`src/rtl/passcode_pkg.sv`:
```
// Shared definitions for the passcode lock controller.
//   state_t  : controller modes
//   KEY_*    : non-digit key codes from the keypad decoder
//   is_digit : true for key codes 0-9
package passcode_pkg;

  typedef enum logic [2:0] {
    ENTRY,
    CHECK,
    UNLOCKED,
    PROGRAM,
    LOCKOUT
  } state_t;

  localparam logic [3:0] KEY_A = 4'hA;
  localparam logic [3:0] KEY_C = 4'hC;
  localparam logic [3:0] KEY_E = 4'hE;

  function automatic logic is_digit(input logic [3:0] k);
    return k <= 4'd9;
  endfunction

endpackage

```
`src/rtl/lockout_timer.sv`:
```
// Loadable down-counter used to time the lockout period.
//   clk, reset  : clock, asynchronous active-high reset (count -> 0)
//   load        : load load_value this cycle (has priority over counting)
//   load_value  : value to load
//   done        : count is zero
// The counter stops at zero.
module lockout_timer #(
  parameter int unsigned WIDTH = 10
) (
  input  logic             clk,
  input  logic             reset,
  input  logic             load,
  input  logic [WIDTH-1:0] load_value,
  output logic             done
);

  logic [WIDTH-1:0] count;

  always_ff @(posedge clk or posedge reset) begin
    if (reset) begin
      count <= '0;
    end else if (load) begin
      count <= load_value;
    end else if (count != '0) begin
      count <= count - 1'b1;
    end
  end

  assign done = (count == '0);

endmodule

```
`src/rtl/passcode_controller.sv`:
```
// Passcode lock controller: accumulates keypad digits, checks them against
// a stored code on Enter, unlocks or counts failures, enforces a timed
// lockout after MAX_TRIES consecutive failures, and lets the user program
// a new code while unlocked.
//   clk, reset   : clock, asynchronous active-high reset
//   key_valid    : one-cycle pulse, key holds a new press
//   key          : 0-9 digits, A program, C clear, E enter
//   unlocked     : in UNLOCKED or PROGRAM
//   programming  : in PROGRAM
//   alarm        : in LOCKOUT
//   entry_count  : digits buffered
//   fail_count   : consecutive failed checks
module passcode_controller
  import passcode_pkg::*;
#(
  parameter int unsigned             CODE_LEN     = 4,
  parameter int unsigned             MAX_TRIES    = 3,
  parameter int unsigned             LOCK_CYCLES  = 1000,
  parameter logic [CODE_LEN*4-1:0]   DEFAULT_CODE = 16'h1234
) (
  input  logic       clk,
  input  logic       reset,
  input  logic       key_valid,
  input  logic [3:0] key,
  output logic       unlocked,
  output logic       programming,
  output logic       alarm,
  output logic [3:0] entry_count,
  output logic [3:0] fail_count
);

  localparam int unsigned     CW        = CODE_LEN * 4;
  localparam int unsigned     TW        = $clog2(LOCK_CYCLES + 1);
  localparam logic [3:0]      FULL      = 4'(CODE_LEN);
  localparam logic [3:0]      MAX_FAIL  = 4'(MAX_TRIES);
  localparam logic [TW-1:0]   LOAD_VAL  = TW'(LOCK_CYCLES - 1);

  state_t          state, state_n;
  logic [CW-1:0]   buffer, buffer_n;
  logic [CW-1:0]   code, code_n;
  logic [3:0]      count_n, fail_n;
  logic [3:0]      fail_inc;
  logic            full;
  logic            timer_load;
  logic            timer_done;

  lockout_timer #(.WIDTH(TW)) u_timer (
    .clk        (clk),
    .reset      (reset),
    .load       (timer_load),
    .load_value (LOAD_VAL),
    .done       (timer_done)
  );

  always_ff @(posedge clk or posedge reset) begin
    if (reset) begin
      state       <= ENTRY;
      buffer      <= '0;
      code        <= DEFAULT_CODE;
      entry_count <= '0;
      fail_count  <= '0;
    end else begin
      state       <= state_n;
      buffer      <= buffer_n;
      code        <= code_n;
      entry_count <= count_n;
      fail_count  <= fail_n;
    end
  end

  assign full     = (entry_count == FULL);
  assign fail_inc = fail_count + 4'd1;

  always_comb begin
    state_n    = state;
    buffer_n   = buffer;
    code_n     = code;
    count_n    = entry_count;
    fail_n     = fail_count;
    timer_load = 1'b0;

    case (state)
      ENTRY: begin
        if (key_valid) begin
          if (is_digit(key)) begin
            if (!full) begin
              // Shift in at the LS nibble; the cast drops the oldest nibble.
              buffer_n = CW'({buffer, key});
              count_n  = entry_count + 4'd1;
            end
          end else if (key == KEY_C) begin
            buffer_n = '0;
            count_n  = '0;
          end else if (key == KEY_E) begin
            state_n = CHECK;
          end
        end
      end

      CHECK: begin
        buffer_n = '0;
        count_n  = '0;
        if (full && (buffer == code)) begin
          state_n = UNLOCKED;
          fail_n  = '0;
        end else if (fail_inc >= MAX_FAIL) begin
          state_n    = LOCKOUT;
          fail_n     = MAX_FAIL;
          timer_load = 1'b1;
        end else begin
          state_n = ENTRY;
          fail_n  = fail_inc;
        end
      end

      UNLOCKED: begin
        if (key_valid) begin
          if (key == KEY_C) begin
            state_n = ENTRY;
          end else if (key == KEY_A) begin
            state_n  = PROGRAM;
            buffer_n = '0;
            count_n  = '0;
          end
        end
      end

      PROGRAM: begin
        if (key_valid) begin
          if (is_digit(key)) begin
            if (!full) begin
              buffer_n = CW'({buffer, key});
              count_n  = entry_count + 4'd1;
            end
          end else if (key == KEY_C) begin
            state_n  = UNLOCKED;
            buffer_n = '0;
            count_n  = '0;
          end else if (key == KEY_E) begin
            buffer_n = '0;
            count_n  = '0;
            if (full) begin
              code_n  = buffer;
              state_n = ENTRY;
            end else begin
              state_n = UNLOCKED;
            end
          end
        end
      end

      LOCKOUT: begin
        if (timer_done) begin
          state_n = ENTRY;
          fail_n  = '0;
        end
      end

      default: state_n = ENTRY;
    endcase
  end

  assign unlocked    = (state == UNLOCKED) || (state == PROGRAM);
  assign programming = (state == PROGRAM);
  assign alarm       = (state == LOCKOUT);

endmodule

```
`config.mk`:
```
export PLATFORM = sky130hd
export DESIGN_NAME = passcode_controller
export DESIGN_NICKNAME = d
export VERILOG_FILES = /design/src/rtl/passcode_pkg.sv /design/src/rtl/lockout_timer.sv /design/src/rtl/passcode_controller.sv
export SDC_FILE = /design/constraint.sdc
export NUM_CORES = 1
export LEC_CHECK = 0
export CAP_MARGIN = 5
export CORE_MARGIN = 2
export CORE_UTILIZATION = 45
export DETAILED_ROUTE_END_ITERATION = 6
export PLACE_DENSITY_LB_ADDON = 0.05
export RECOVER_POWER = 50
export SLEW_MARGIN = 40
export SYNTH_ARGS = -nofsm -noshare
export SYNTH_HDL_FRONTEND = slang
export SYNTH_SLANG_ARGS = --single-unit
export TNS_END_PERCENT = 100
```
`constraint.sdc`:
```
create_clock -name clk -period 2.7 [get_ports clk]
set_clock_uncertainty 0.15 [all_clocks]
set_input_delay 0.27 -clock clk [delete_from_list [all_inputs] [get_ports clk]]
set_output_delay 0.27 -clock clk [all_outputs]
set_load 0.01 [all_outputs]
```
Yosys cells after proc, flatten, opt, wreduce, memory -nomap -nowiden
Cells that the tools add are included.
Storage, ports and cells
  register bits after elaboration: 53
  bits of input ports: 7
  output and inout bits: 11
Operators by class
  $add $sub $neg: 3
  magnitude comparators: 2
  equality and inequality tests: 23
  muxes and demuxes: 49
  bitwise logic cells: 2
  reductions and logical operators: 12
Operators by type and width (number)
  $mux W16: 11
  $pmux W16 S4: 1
  $mux W4: 14
  $mux W3: 14
  $mux W10: 2
  $ne A2 B2 Y1 const B: 9
  $eq A16 B16 Y1: 1
  $pmux W4 S4: 1
  $pmux W3 S5: 1
  $eq A4 B4 Y1 const B: 3
  $logic_not A10 Y1: 1
  $reduce_and A10 Y1: 1
  $reduce_bool A10 Y1: 1
  $sub A10 B1 Y10 const B: 1
  $add A4 B1 Y4 const B: 2
  $pmux W4 S2: 1
  $reduce_and A8 Y1: 1
  $eq A3 B2 Y1 const B: 2
  $ne A3 B3 Y1 const B: 2
  $reduce_and A6 Y1: 1
  $eq A4 B3 Y1 const B: 1
  $ge A4 B2 Y1 const B: 1
  $le A4 B4 Y1 const B: 1
  $ne A4 B1 Y1 const B: 1
  13 further kinds: 17

Logic depth before layout (Yosys ltp)
  depth after elaboration: 7
  depth in mapped cells: 7
  mapped depth without buffers: 7

Cells and area by module
Synthesis repeated with hierarchy kept, for this count alone.
Second synthesis, totals
  cell total of the unflattened synthesis: 273
  area total of the unflattened synthesis: 2941.6 µm²
Modules (own cells, without submodules)
  passcode_controller: instances 1, cells an instance 197, area each 2248.4 µm², sequential area each 1082.3 µm²
  lockout_timer: instances 1, cells an instance 76, area each 693.2 µm², sequential area each 250.2 µm²

Least setup slack after synthesis
Ideal clock, no wire load.
  path kind: flip-flop to flip-flop
  start point: register entry_count[0]
  end point: register code[0]
  data arrival time: 1.745 ns
  required time: 2.425 ns
  setup slack: 0.680 ns
  stages on the path, launching flop included: 8
  cell sequence: dfrtp_1 -> inv_1 -> ha_1 -> and3b_1 -> nand2_1 -> nor3_4 -> buf_6 -> mux2_2
On the way
  cells in the longest elaborated chain, start to end: 2
Ends and longest elaborated chain
  start, declared: line passcode_controller.sv:28  | output logic [3:0] entry_count,
  start signal, assigned: line passcode_controller.sv:66  | entry_count <= count_n;
  $eq A4 B3 Y1: line passcode_controller.sv:71  | assign full = (entry_count == FULL);
  $reduce_and A6 Y1 (no source line)
  end signal, assigned: line passcode_controller.sv:65  | code <= code_n;
  end, declared: line passcode_controller.sv:40  | logic [CW-1:0] code, code_n;
Every way passes these cells.
A chain may end at the register's enable or synchronous reset.

Worst setup path after layout
  start point: register entry_count[0]
  end point: register state[2]
On the way
  cells in the longest elaborated chain, start to end: 4
Ends and longest elaborated chain
  $eq A4 B3 Y1: line passcode_controller.sv:71
  $logic_and A1 B1 Y1: line passcode_controller.sv:103  | if (full && (buffer == code)) begin
  $mux W3: line passcode_controller.sv:103
  $pmux W3 S5: line passcode_controller.sv:82  | case (state)
  end signal, assigned: line passcode_controller.sv:63  | state <= state_n;
  end, declared: line passcode_controller.sv:38  | state_t state, state_n;
Every way passes these cells.

==> results by group <==
Run status
  – Status: complete, no violations

Timing
  – Setup TNS: 0 ns
  – Final Hold Viols: 0
  – Crit share post-route: 0.853
  – Unrepaired setup endpoints after global routing: false
  – Worst-Margin Slew: 0.951 ns
  – Relative slew slack: 0.365
  – Final-report setup violation count: 0
  – Final Max Tran Viols: 0
  – Achievable frequency: 0.434 GHz
  – Tmin final: 2.30 ns
  – WHS: 0.386 ns

CTS
  – Post-cts resize count: 0
  – TritonCTS Buffers: 5
  – CTS tree: built
  – CTS sink count: 53
  – Clk pin slew, worst setup/hold paths: 0.09 ns
  – Clock Tree Buf Depth: 2
  – Clock Latency Late Sink: 0.30 ns
  – CTS H-tree depth: 2
  – Post-CTS setup buffers: 0
  – Hold buffers post-CTS: 0
  – CTS Root Cell: clkbuf_8

Global route
  – Largest net degree at the start of global routing: 30
  – Vias in the first global route: 1699
  – GRT Residual Overflow: 0
  – Total GRT Usage: 0.165
  – First-pass GRT wire length: 8.28 mm
  – Antenna violations before repair: 0

Synthesis
  – Yosys Warn Count: 0
  – FF+latch count, synth: 53
  – Mapped Area: 2690 sq um
  – Synth unique cells: 49
  – Syn_area_per_cell: 11.8 sq um
  – Sequential element share of the synthesized area: 0.496
  – Commonest register cell after synthesis: dfrtp_1
  – Post-Syn Instances: 228
  – Syn Nets: 241
  – EDFF count, synth: 0
  – Share of synthesized registers carrying an async set or reset: 1.00

Cells and area
  – P&R area growth vs syn: 13.3%
  – Layout cells sized above 1: 0.202
  – Sequential cell area: 1330 sq um
  – Fill cells: 524
  – Commonest non-fill, non-tap cell in the layout: dfrtp_1
  – Area of the multi-input gates: 1270 sq um
  – Antenna cells: 0
  – Commonest cells after routing, fill and taps aside: dfrtp_1 (48), a22o_1 (19), mux2_2 (18), xnor2_1 (15), o21ai_0 (12)
  – Nets: 264

Placed design
  – Detailed placer's ending HPWL: 3.50 mm
  – GP Congestion: 0.785
  – # port buffers: 17

Routing
  – DRC viols: 0
  – Final Routed Wirelength: 4.92 mm
  – DRT antenna net count: 0
  – WL/cell: 15.1 microns
  – Pre-Repair DR Iteration Count: 4
  – DR iter-0 viols: 92
  – Via density per instance: 5.41
  – Vias: 1768

Setup path
  – Critical Path Source: entry_count[0]$_DFFE_PP0P_
  – Reg2reg end: state[2]$_DFFE_PP0P_
  – Setup slack, reg-to-reg: 0.40 ns
  – Setup CP Type: register to register
  – FF-to-FF Start: entry_count[0]$_DFFE_PP0P_
  – CP max FO: 5
  – Critical-path top delay cell: dfrtp_1
  – Critical path arrival: 2.34 ns
  – Crit-path cells: inv_1, ha_1, and3b_1, nand4_1, nor3_1, a31oi_1, a22o_2
  – CP Capture Type: register
  – Worst setup SP type: register
  – Crit-path max cell delay: 0.44 ns
  – Reg2reg path depth: 7
  – Setup crit end: state[2]$_DFFE_PP0P_
  – Worst path required time: 2.74 ns

Die
  – Initial Utilization: 0.459
  – Die area: 6600 sq um
  – Die width: 81.3 microns
  – Core box area: 5850 sq um
  – Die height: 81.3 microns
  – Row count: 28
  – I/O pins: 18

Worst hold path
  – Hold path depth: 1
  – Hold/Removal Path Class: register to register

Flow run
  – Max-Cap Viols: 0

Power and ir drop
  – Leakage: 1.38 nW
  – Power density over the cells: 929 nW/um^2
  – Maximum VDD drop: 0.490 mV
metrics by stage:
stage | area [sq um] | instances | power, mW | worst slack [ns] | util
detailed placement | 2950 | 319 | 2.33 | 0.254 | 0.504
finish | 3040 | 327 | 2.83 | 0.397 | 0.520
global placement | 2950 | 319 | 2.31 | 0.290 | 0.504
global route | 3040 | 327 | 3.06 | 0.207 | 0.520
CTS | 3060 | 327 | 2.87 | 0.388 | 0.523
floorplan | 2690 | 228 | 2.01 | 0.680 | -
routing by layer:
| metal | up-vias | global-route usage | wire length (microns) |
|---|---|---|---|
| met5 | - | 0 | 0 |
| met4 | 0 | 0.0441 | 49 |
| met3 | 6 | 0.0400 | 105 |
| met2 | 14 | 0.261 | 2380 |
| met1 | 872 | 0.225 | 2390 |
| li1 | 876 | - | - |
sequential cells by signal, indices dropped and copies added, names as in the netlist:
name / flops
u_timer.count: 10
buffer: 16
entry_count: 4
code: 16
fail_count: 4
state: 3
logic make-up (layout without fill, tap and decap cells):
logic type	after synthesis	in the layout	synth area share
simple gates	56	56	0.136
compound gates	53	53	0.143
flops	53	53	0.496
xor+xnor	24	24	0.0783
mux	21	21	0.0871
buf+inv	15	39	0.0321
fa+ha+maj	6	6	0.0279
final cells by class:
type                       count  area share
tap                           75      0.0308
multi-input combinational    160       0.416
sequential                    53       0.438
clock inverter                 2      0.0127
clock buffer                   6      0.0238
timing repair buffer          22      0.0674
inverter                       9      0.0111
worst min-delay path by stage:
stage | to | from | slack, ns
finish | code[3]$_DFFE_PP0P_ | code[3]$_DFFE_PP0P_ | 0.39
floorplan | buffer[0]$_DFFE_PP0P_ | key[0] | 0.26
detailed placement | code[3]$_DFFE_PP0P_ | code[3]$_DFFE_PP0P_ | 0.37
CTS | u_timer.count[7]$_DFFE_PP0P_ | reset | 0.20
global route | code[15]$_DFFE_PP0P_ | code[15]$_DFFE_PP0P_ | 0.41
global placement | code[14]$_DFFE_PP0P_ | code[14]$_DFFE_PP0P_ | 0.36
critical path: cells and delay by family, from the launching register on:
kind                     cells  cell delay, ns
AND/OR/NAND/NOR              3            0.82
AO/OA/AOI/OAI                2            0.52
flip-flops                   1            0.44
adder cells (fa/ha/maj)      1            0.17
buffers and inverters        1            0.08
synth_stat cells, types with 3 or more instances:
master   number  area share
a21o_1        3      0.0084
a21oi_1       6       0.011
a22o_1       19       0.062
buf_4         4       0.011
dfrtp_1      48        0.45
dfstp_2       5       0.049
ha_1          6       0.028
inv_1         9       0.013
mux2_2       18       0.075
nand2_1       8       0.011
nand3_1       5      0.0093
nand4_1       4      0.0093
nor2_1        9       0.013
nor2b_1       3      0.0070
nor3_1        4      0.0075
o21ai_0      12       0.022
xnor2_1      15       0.049
xor2_1        9       0.029
power breakdown:
group	internal, mW	switching, mW
combinational	0.496	0.472
clock	0.279	0.254
sequential	1.03	0.303
total	1.80	1.03
Note: power is estimated with default switching activity, not from simulation.
